File: config.mk
export PLATFORM = sky130hd
export DESIGN_NAME = pwm_cfg_sequencer
export DESIGN_NICKNAME = d
export VERILOG_FILES = /design/src/rtl/pwm_cfg_sequencer.sv
export SDC_FILE = /design/constraint.sdc
export NUM_CORES = 1
export LEC_CHECK = 0
export CORE_UTILIZATION = 40
export DETAILED_ROUTE_END_ITERATION = 7
export GPL_TIMING_DRIVEN = 0
export PLACE_DENSITY = 0.58
export SYNTH_ARGS = -nofsm -noshare
export SYNTH_HDL_FRONTEND = slang
export SYNTH_SLANG_ARGS = --single-unit
export TNS_END_PERCENT = 5
File: constraint.sdc
create_clock -name clk -period 1.87 [get_ports clk]
set_input_delay 0.187 -clock clk [delete_from_list [all_inputs] [get_ports clk]]
set_output_delay 0.187 -clock clk [all_outputs]
set_load 0.03 [all_outputs]
File: src/rtl/pwm_cfg_sequencer.sv
// pwm_cfg_sequencer: plays an (addr, data, hold) step table into the
// PWM config register-file write port, which it shares with the SPI peripheral.
// Ports: clk/rst; spi_wr_* SPI write request; tbl_* table load port;
//   seq_len/seq_loop/seq_start/seq_stop sequence control;
//   reg_we/reg_addr/reg_data registered regfile write;
//   busy/step_idx/done status.
// Build option: SEQ_RR_ARB_EN selects round-robin arbitration
//   (default build: SPI has strict priority).
module pwm_cfg_sequencer #(
  parameter  int DEPTH  = 8,
  parameter  int ADDR_W = 7,
  parameter  int DATA_W = 8,
  parameter  int HOLD_W = 16,
  localparam int IDX_W  = $clog2(DEPTH)
) (
  input  logic              clk,
  input  logic              rst,
  input  logic              spi_wr_valid,
  input  logic [ADDR_W-1:0] spi_wr_addr,
  input  logic [DATA_W-1:0] spi_wr_data,
  output logic              spi_wr_ready,
  input  logic              tbl_we,
  input  logic [IDX_W-1:0]  tbl_idx,
  input  logic [ADDR_W-1:0] tbl_addr,
  input  logic [DATA_W-1:0] tbl_data,
  input  logic [HOLD_W-1:0] tbl_hold,
  input  logic [IDX_W:0]    seq_len,
  input  logic              seq_loop,
  input  logic              seq_start,
  input  logic              seq_stop,
  output logic              reg_we,
  output logic [ADDR_W-1:0] reg_addr,
  output logic [DATA_W-1:0] reg_data,
  output logic              busy,
  output logic [IDX_W-1:0]  step_idx,
  output logic              done
);

  typedef enum logic [1:0] {
    S_IDLE,
    S_ISSUE,
    S_HOLD,
    S_DONE
  } state_t;

  state_t r_state;
  state_t w_next;

  logic [ADDR_W-1:0] r_tbl_addr [DEPTH];
  logic [DATA_W-1:0] r_tbl_data [DEPTH];
  logic [HOLD_W-1:0] r_tbl_hold [DEPTH];

  logic [IDX_W-1:0]  r_idx;
  logic [IDX_W-1:0]  r_last;
  logic [HOLD_W-1:0] r_cnt;
  logic              r_we;
  logic [ADDR_W-1:0] r_addr;
  logic [DATA_W-1:0] r_data;

  logic              w_seq_req;
  logic              w_seq_gnt;
  logic              w_spi_gnt;
  logic              w_last;
  logic              w_start;
  logic              w_adv;
  logic [IDX_W-1:0]  w_len_last;

  // Stop drops a pending write, so a stopping sequencer never requests.
  assign w_seq_req = (r_state == S_ISSUE) && !seq_stop;
  assign w_last    = (r_idx == r_last);
  assign w_start   = (r_state == S_IDLE) && seq_start && !seq_stop;
  assign w_adv     = (r_state == S_HOLD) && (r_cnt == '0) && !seq_stop
                     && !(w_last && !seq_loop);

`ifdef SEQ_RR_ARB_EN
  // r_tok = 1: the next contended grant goes to the sequencer.
  logic r_tok;

  assign w_spi_gnt    = spi_wr_valid && !(w_seq_req && r_tok);
  assign w_seq_gnt    = w_seq_req && !(spi_wr_valid && !r_tok);
  assign spi_wr_ready = !(w_seq_req && r_tok);

  always_ff @(posedge clk) begin
    if (rst) begin
      r_tok <= 1'b0;
    end else if (spi_wr_valid && w_seq_req) begin
      r_tok <= !r_tok;
    end
  end
`else
  assign w_spi_gnt    = spi_wr_valid;
  assign w_seq_gnt    = w_seq_req && !spi_wr_valid;
  assign spi_wr_ready = 1'b1;
`endif

  // Last active index: 0 means one entry, oversize clamps to DEPTH.
  always_comb begin
    w_len_last = IDX_W'(seq_len - (IDX_W+1)'(1));
    if (seq_len == '0) begin
      w_len_last = '0;
    end else if (seq_len > (IDX_W+1)'(DEPTH)) begin
      w_len_last = IDX_W'(DEPTH - 1);
    end
  end

  always_comb begin
    w_next = r_state;
    if (seq_stop) begin
      w_next = S_IDLE;
    end else begin
      unique case (r_state)
        S_IDLE:  if (seq_start) w_next = S_ISSUE;
        S_ISSUE: if (w_seq_gnt) w_next = S_HOLD;
        S_HOLD: begin
          if (r_cnt == '0) begin
            w_next = (w_last && !seq_loop) ? S_DONE : S_ISSUE;
          end
        end
        S_DONE:  w_next = S_IDLE;
        default: w_next = S_IDLE;
      endcase
    end
  end

  always_ff @(posedge clk) begin
    if (rst) begin
      r_state <= S_IDLE;
      r_idx   <= '0;
      r_last  <= '0;
      r_cnt   <= '0;
    end else begin
      r_state <= w_next;
      if (w_start) begin
        r_idx  <= '0;
        r_last <= w_len_last;
      end else if (w_adv) begin
        r_idx <= w_last ? '0 : r_idx + 1'b1;
      end
      if (w_seq_gnt) begin
        r_cnt <= r_tbl_hold[r_idx];
      end else if ((r_state == S_HOLD) && (r_cnt != '0)) begin
        r_cnt <= r_cnt - 1'b1;
      end
    end
  end

  always_ff @(posedge clk) begin
    if (rst) begin
      for (int i = 0; i < DEPTH; i++) begin
        r_tbl_addr[i] <= '0;
        r_tbl_data[i] <= '0;
        r_tbl_hold[i] <= '0;
      end
    end else if (tbl_we) begin
      r_tbl_addr[tbl_idx] <= tbl_addr;
      r_tbl_data[tbl_idx] <= tbl_data;
      r_tbl_hold[tbl_idx] <= tbl_hold;
    end
  end

  always_ff @(posedge clk) begin
    if (rst) begin
      r_we   <= 1'b0;
      r_addr <= '0;
      r_data <= '0;
    end else begin
      r_we <= w_spi_gnt || w_seq_gnt;
      if (w_spi_gnt) begin
        r_addr <= spi_wr_addr;
        r_data <= spi_wr_data;
      end else if (w_seq_gnt) begin
        r_addr <= r_tbl_addr[r_idx];
        r_data <= r_tbl_data[r_idx];
      end
    end
  end

  assign reg_we   = r_we;
  assign reg_addr = r_addr;
  assign reg_data = r_data;
  assign busy     = (r_state != S_IDLE);
  assign step_idx = r_idx;
  assign done     = (r_state == S_DONE);

endmodule
After elaboration in Yosys (flattened, before gate mapping)
Memory sizes are Yosys's and may differ from the RTL's. A register that Yosys moved wholly into a read port is not among the register bits.
Index checks and enable logic that the tools add are counted.
{"block": "classes", "n_addsub": 3, "n_lt_le_gt_ge": 1, "eq_ne": 7, "muxes": 34, "n_reduce_logical": 27}
{"cell": "two-way mux 16 bit", "n": 3}
{"cell": "two-way mux 3 bit", "n": 12}
{"cell": "two-way mux 8 bit", "n": 3}
{"cell": "two-way mux 7 bit", "n": 3}
{"cell": "logical NOT 16 bit", "n": 1}
{"cell": "nonzero test 16 bit", "n": 1}
{"cell": "OR reduction 16 bit", "n": 1}
{"cell": "subtractor 16 x 1 -> 16 bit, second input constant", "n": 1}
{"cell": "logical AND 1 bit", "n": 9}
{"cell": "two-way mux 1 bit", "n": 8}
{"cell": "two-way mux 2 bit", "n": 4}
{"cell": "one-hot mux 2 bit (4 select lines)", "n": 1}
{"cell": "OR reduction 8 bit", "n": 1}
{"cell": "OR reduction 7 bit", "n": 1}
{"cell": "!= test 2 bit, second input constant", "n": 3}
{"cell": "nonzero test 2 bit", "n": 3}
{"cell": "equality test 2 bit, second input constant", "n": 2}
{"cell": "> comparator 4 bit, second input constant", "n": 1}
{"cell": "logical NOT 1 bit", "n": 4}
{"cell": "logical NOT 4 bit", "n": 1}
{"cell": "OR reduction 2 bit", "n": 2}
{"cell": "adder 3 x 1 -> 3 bit, second input constant", "n": 1}
{"cell": "equality test 3 bit", "n": 1}
{"cell": "AND reduction 3 bit", "n": 1}
{"cell": "4 further kinds", "n": 4}
{"block": "word_totals", "register_bits": 40, "ram_bits": 248, "elab_cells": 82, "memories": 3}
{"name": "r_tbl_hold", "words": 8, "width": 16, "read_ports": 1, "rd_clocked_by_memory_dff": 1, "write_ports": 8, "line_no": "51", "rtl": "logic [HOLD_W-1:0] r_tbl_hold [DEPTH];"}
{"name": "r_tbl_data", "words": 8, "width": 8, "read_ports": 1, "rd_clocked_by_memory_dff": 1, "write_ports": 8, "line_no": "50", "rtl": "logic [DATA_W-1:0] r_tbl_data [DEPTH];"}
{"name": "r_tbl_addr", "words": 8, "width": 7, "read_ports": 1, "rd_clocked_by_memory_dff": 1, "write_ports": 8, "line_no": "49", "rtl": "logic [ADDR_W-1:0] r_tbl_addr [DEPTH];"}

Logic depth before layout (Yosys ltp)
{"block": "logic_depth", "ltp_word": 6, "mapped_depth": 8}

Least setup slack after synthesis
OpenSTA, ideal clock, no wires.
{"block": "synth_path", "kind": "register to register", "startpoint": "reg r_cnt[0]", "endpoint": "reg (tool-made name)", "arrival_ns": 1.779, "required_time_ns": 1.749, "slack_ns": -0.030, "path_stages_with_launch": 8, "path_buffers": 0, "period_less_slack_ns": 1.900, "path_cell_list": "dfxtp_1 > inv_1 > ha_1 > nor3b_2 > nand4_1 > nor4_2 > o21ai_0 > a32o_1"}
{"element": "from (decl)", "line_no": "55", "rtl": "logic [HOLD_W-1:0] r_cnt;"}
{"element": "from (signal assigned)", "line_no": "140", "rtl": "r_cnt <= r_tbl_hold[r_idx];"}
{"element": "from (signal assigned)", "line_no": "142", "rtl": "r_cnt <= r_cnt - 1'b1;"}

==> results by group <==
Run status
  – Status: finished with violations
  – Failing checks: setup timing

Finish
  – Share of cells above drive strength 1: 21.8%
  – Post-Layout Cell Count: 1492
  – FILL cells: 2807
  – Synth-to-Final Area Change: 22.5%
  – Diodes inserted: 0
  – Final #Nets: 1090

STA
  – Clock skew: 7.02 ps
  – Actual slew at the worst max-slew pin: 700 ps
  – Hold Vio Cnt, Final: 0
  – Fin worst setup slack: -160 ps
  – Final setup viols: roughly 140
  – Fin crit share: 109%
  – Fmax: 0.493 GHz
  – WHS: 272 ps
  – RSZ-0062 raised after global routing: true
  – Final Max Tran Viols: 0
  – Period minus WS final: 2030 ps
  – Max_slew headroom: 53.3%

Clocking
  – Clock slew at reported path FFs: about 60 ps
  – Num Clock Sinks: 291
  – TritonCTS clock tree: built
  – H-tree levels: 1
  – Clk buf depth: 3
  – Root Buffer: clkbuf_16
  – Number of CTS-inserted buffers: 31
  – Clock network latency to the later pin of the worst-skew pair: 570 ps
  – Hold_buf cts: 0

Pwr
  – Combinational share of power: 7.6%
  – Pwr/cell area: 894 nW/µm²
  – Clock power frac: 40.3%
  – Peak VDD IR: 0.000768 V
  – P_sw: about 3300 µW
  – Cell Int Power: 11200 µW
  – Pleak: 0.00561 µW
  – Seq pwr share: approximately 52%
  – Sw Ratio: 22.6%
  – Power Total: 14400 µW

Routing
  – Vias: 8049
  – DR iter-0 viols: 715
  – 1st-pass router iterations: 6
  – DRC: 0
  – Final WL: around 36 mm
  – Post-DR vias/cell: 5.39
  – Routed WL per cell: 24.0 µm
  – Final ANT Viol Nets: 0

Yosys
  – Ys async rst share: 0%
  – Synth top area cells: edfxtp_1 (56%), and2_1 (12%), dfxtp_1 (6.5%)
  – Count leader, synth: and2_1
  – Synth top area share: between 50% and 60%
  – Sequential cell area fraction in the yosys report: 62.9%
  – Prevailing post-synth register cell: edfxtp_1
  – Post-Syn Instances: ~890
  – Syn Area/Cell: 14.8 µm²
  – Mapped Area: 13200 µm²
  – Top post-synthesis cells by count: and2_1 (250), edfxtp_1 (248), dfxtp_1 (43)
  – Netlist cell types: 63
  – Post-synth EDFFs: 248
  – FF+latch count, synth: 291
  – Synth area leader: edfxtp_1
  – Yosys warning total: 0
  – Syn nets: about 950

Floorplan
  – Core area: 32500 µm²
  – Initial Util: about two fifths
  – Die height: 184 µm
  – Die ar.: 33700 µm²
  – Die Wd: 184 µm
  – I/O pins: a little over 80
  – Row count: 66

Setup path
  – CP Class: register to register
  – Req. time, crit path: between 2000 and 2500 ps
  – Critical path peak fanout: 6
  – Crit path launch type: register
  – Arrival time worst endpoint: 2470 ps
  – Crit end category: register

Global route
  – Largest net degree at the start of global routing: 32
  – Vias in the first global route: 8063
  – Initial antenna violation count: 1
  – Global-route wire length before repair: 51.6 mm
  – Grt ovf: 0
  – All-layer global routing usage: between 20% and 30%

Place
  – I/O Buffers: between 70 and 80
  – Placed cells: approximately 1400
  – DP Wirelength: between 20 and 25 mm
  – Routability cong.: 0.850

Job
  – Max-cap violations: 0

Min path
  – HP Class: input port to register
critical path, cell delays in order, from the launching register on:
cell and delay, ps:
dfxtp_4 370, buf_12 160, buf_12 140, mux4_1 560, mux2_4 320, a222oi_1 270, nor2_1 70
state kept, by name (all words and copies together), names as in the netlist, 2 cells and up, named ones only:
| name | flops |
|---|---|
| r_cnt | 16 |
| r_last | 3 |
| r_state | 2 |
| r_tbl_addr | 56 |
| r_tbl_data | 64 |
| r_tbl_hold | 128 |
| reg_addr | 7 |
| reg_data | 8 |
| step_idx | 3 |
logic make-up (layout without fill, tap and decap cells):
group / Yosys count / count (layout) / synth area share (%)
simple gates: 358 / 362 / 16.2
buf+inv: 63 / 218 / 2.15
fa+ha+maj: 5 / 5 / 0.436
flops: 291 / 291 / 62.9
mux: 95 / 95 / 13.7
xor+xnor: 7 / 7 / 0.464
other cells: 1 / 1 / 0.0284
compound gates: 71 / 71 / 4.11
power groups by stage:
stage | registers (µW) | logic (µW) | clock network, µW
2_1_floorplan | 7660 | 492 | 0
3_3_place_gp | 7650 | 983 | 0
3_5_place_dp | 7670 | 986 | 0
4_1_cts | 7530 | 1060 | 5870
5_1_grt | 7570 | 1170 | 6150
6_report | 7530 | 1090 | 5820
placed cells by master (no fill, tap or decap), types with 9 or more instances in the layout:
cell,synthesis,routed
dfxtp_1,43,39
clkbuf_2,0,17
buf_4,2,18
and2_1,250,250
mux2_4,0,10
a222oi_1,15,15
nor3_1,12,9
edfxtp_1,248,248
clkbuf_1,39,27
clkbuf_16,0,34
mux4_2,38,52
or2_4,0,12
clkdlybuf4s50_1,0,74
nor2_1,39,31
path summary, 6_finish.rpt:
check	startpoint	end	slack [ps]	depth (start not counted)
max reg2reg	register	reg_addr[2]$_SDFFE_PP0P_	-160	6
min	spi_wr_data[5]	reg_data[5]$_SDFFE_PP0P_	270	3
min reg2reg	reg_data[4]$_SDFFE_PP0P_	reg_data[4]$_SDFFE_PP0P_	500	2
max	register	reg_addr[2]$_SDFFE_PP0P_	-160	6
per-stage QoR:
| step | setup TNS [ps] | util [%] | instance area (µm²) | setup slack [ps] |
|---|---|---|---|---|
| detailed placement | -417220 | 44.7 | 14600 | -1150 |
| global placement | -414160 | 44.7 | 14600 | -1160 |
| global route | -22470 | 49.7 | 16200 | -238 |
| floorplan | 0 | - | 13200 | 0.873 |
| finish | -11380 | 49.7 | 16200 | -160 |
| CTS | -4350 | 48.8 | 15900 | -181 |
routing by layer:
metal  GRT usage [%]  vias to the layer above  share of wire (%)
met5               0                        -              0.048
met4            4.50                        2                1.5
met3            3.05                       47                7.6
met2            34.7                      319                 47
met1            29.5                     4049                 44
li1                -                     3632                  -
timing repair:
item	in CTS	in global routing
endpoints found under the setup margin	401	280
buffers inserted	7	9
resized for setup	120	49
gates cloned	5	3
pin swaps	10	22
layout make-up:
| class | instances | area, µm² | share of cell area [%] |
|---|---|---|---|
| Tap cell | 442 | 553 | 3.42 |
| Buffer | 56 | 409 | 2.53 |
| Sequential cell | 291 | 8320 | 51.4 |
| Inverter | 7 | 26.3 | 0.162 |
| Clock buffer | 38 | 802 | 4.96 |
| Multi-Input combinational cell | 541 | 4900 | 30.3 |
| Timing Repair Buffer | 99 | 1030 | 6.34 |
| Clock inverter | 18 | 140 | 0.867 |
Power figures use the tool's default switching activity.
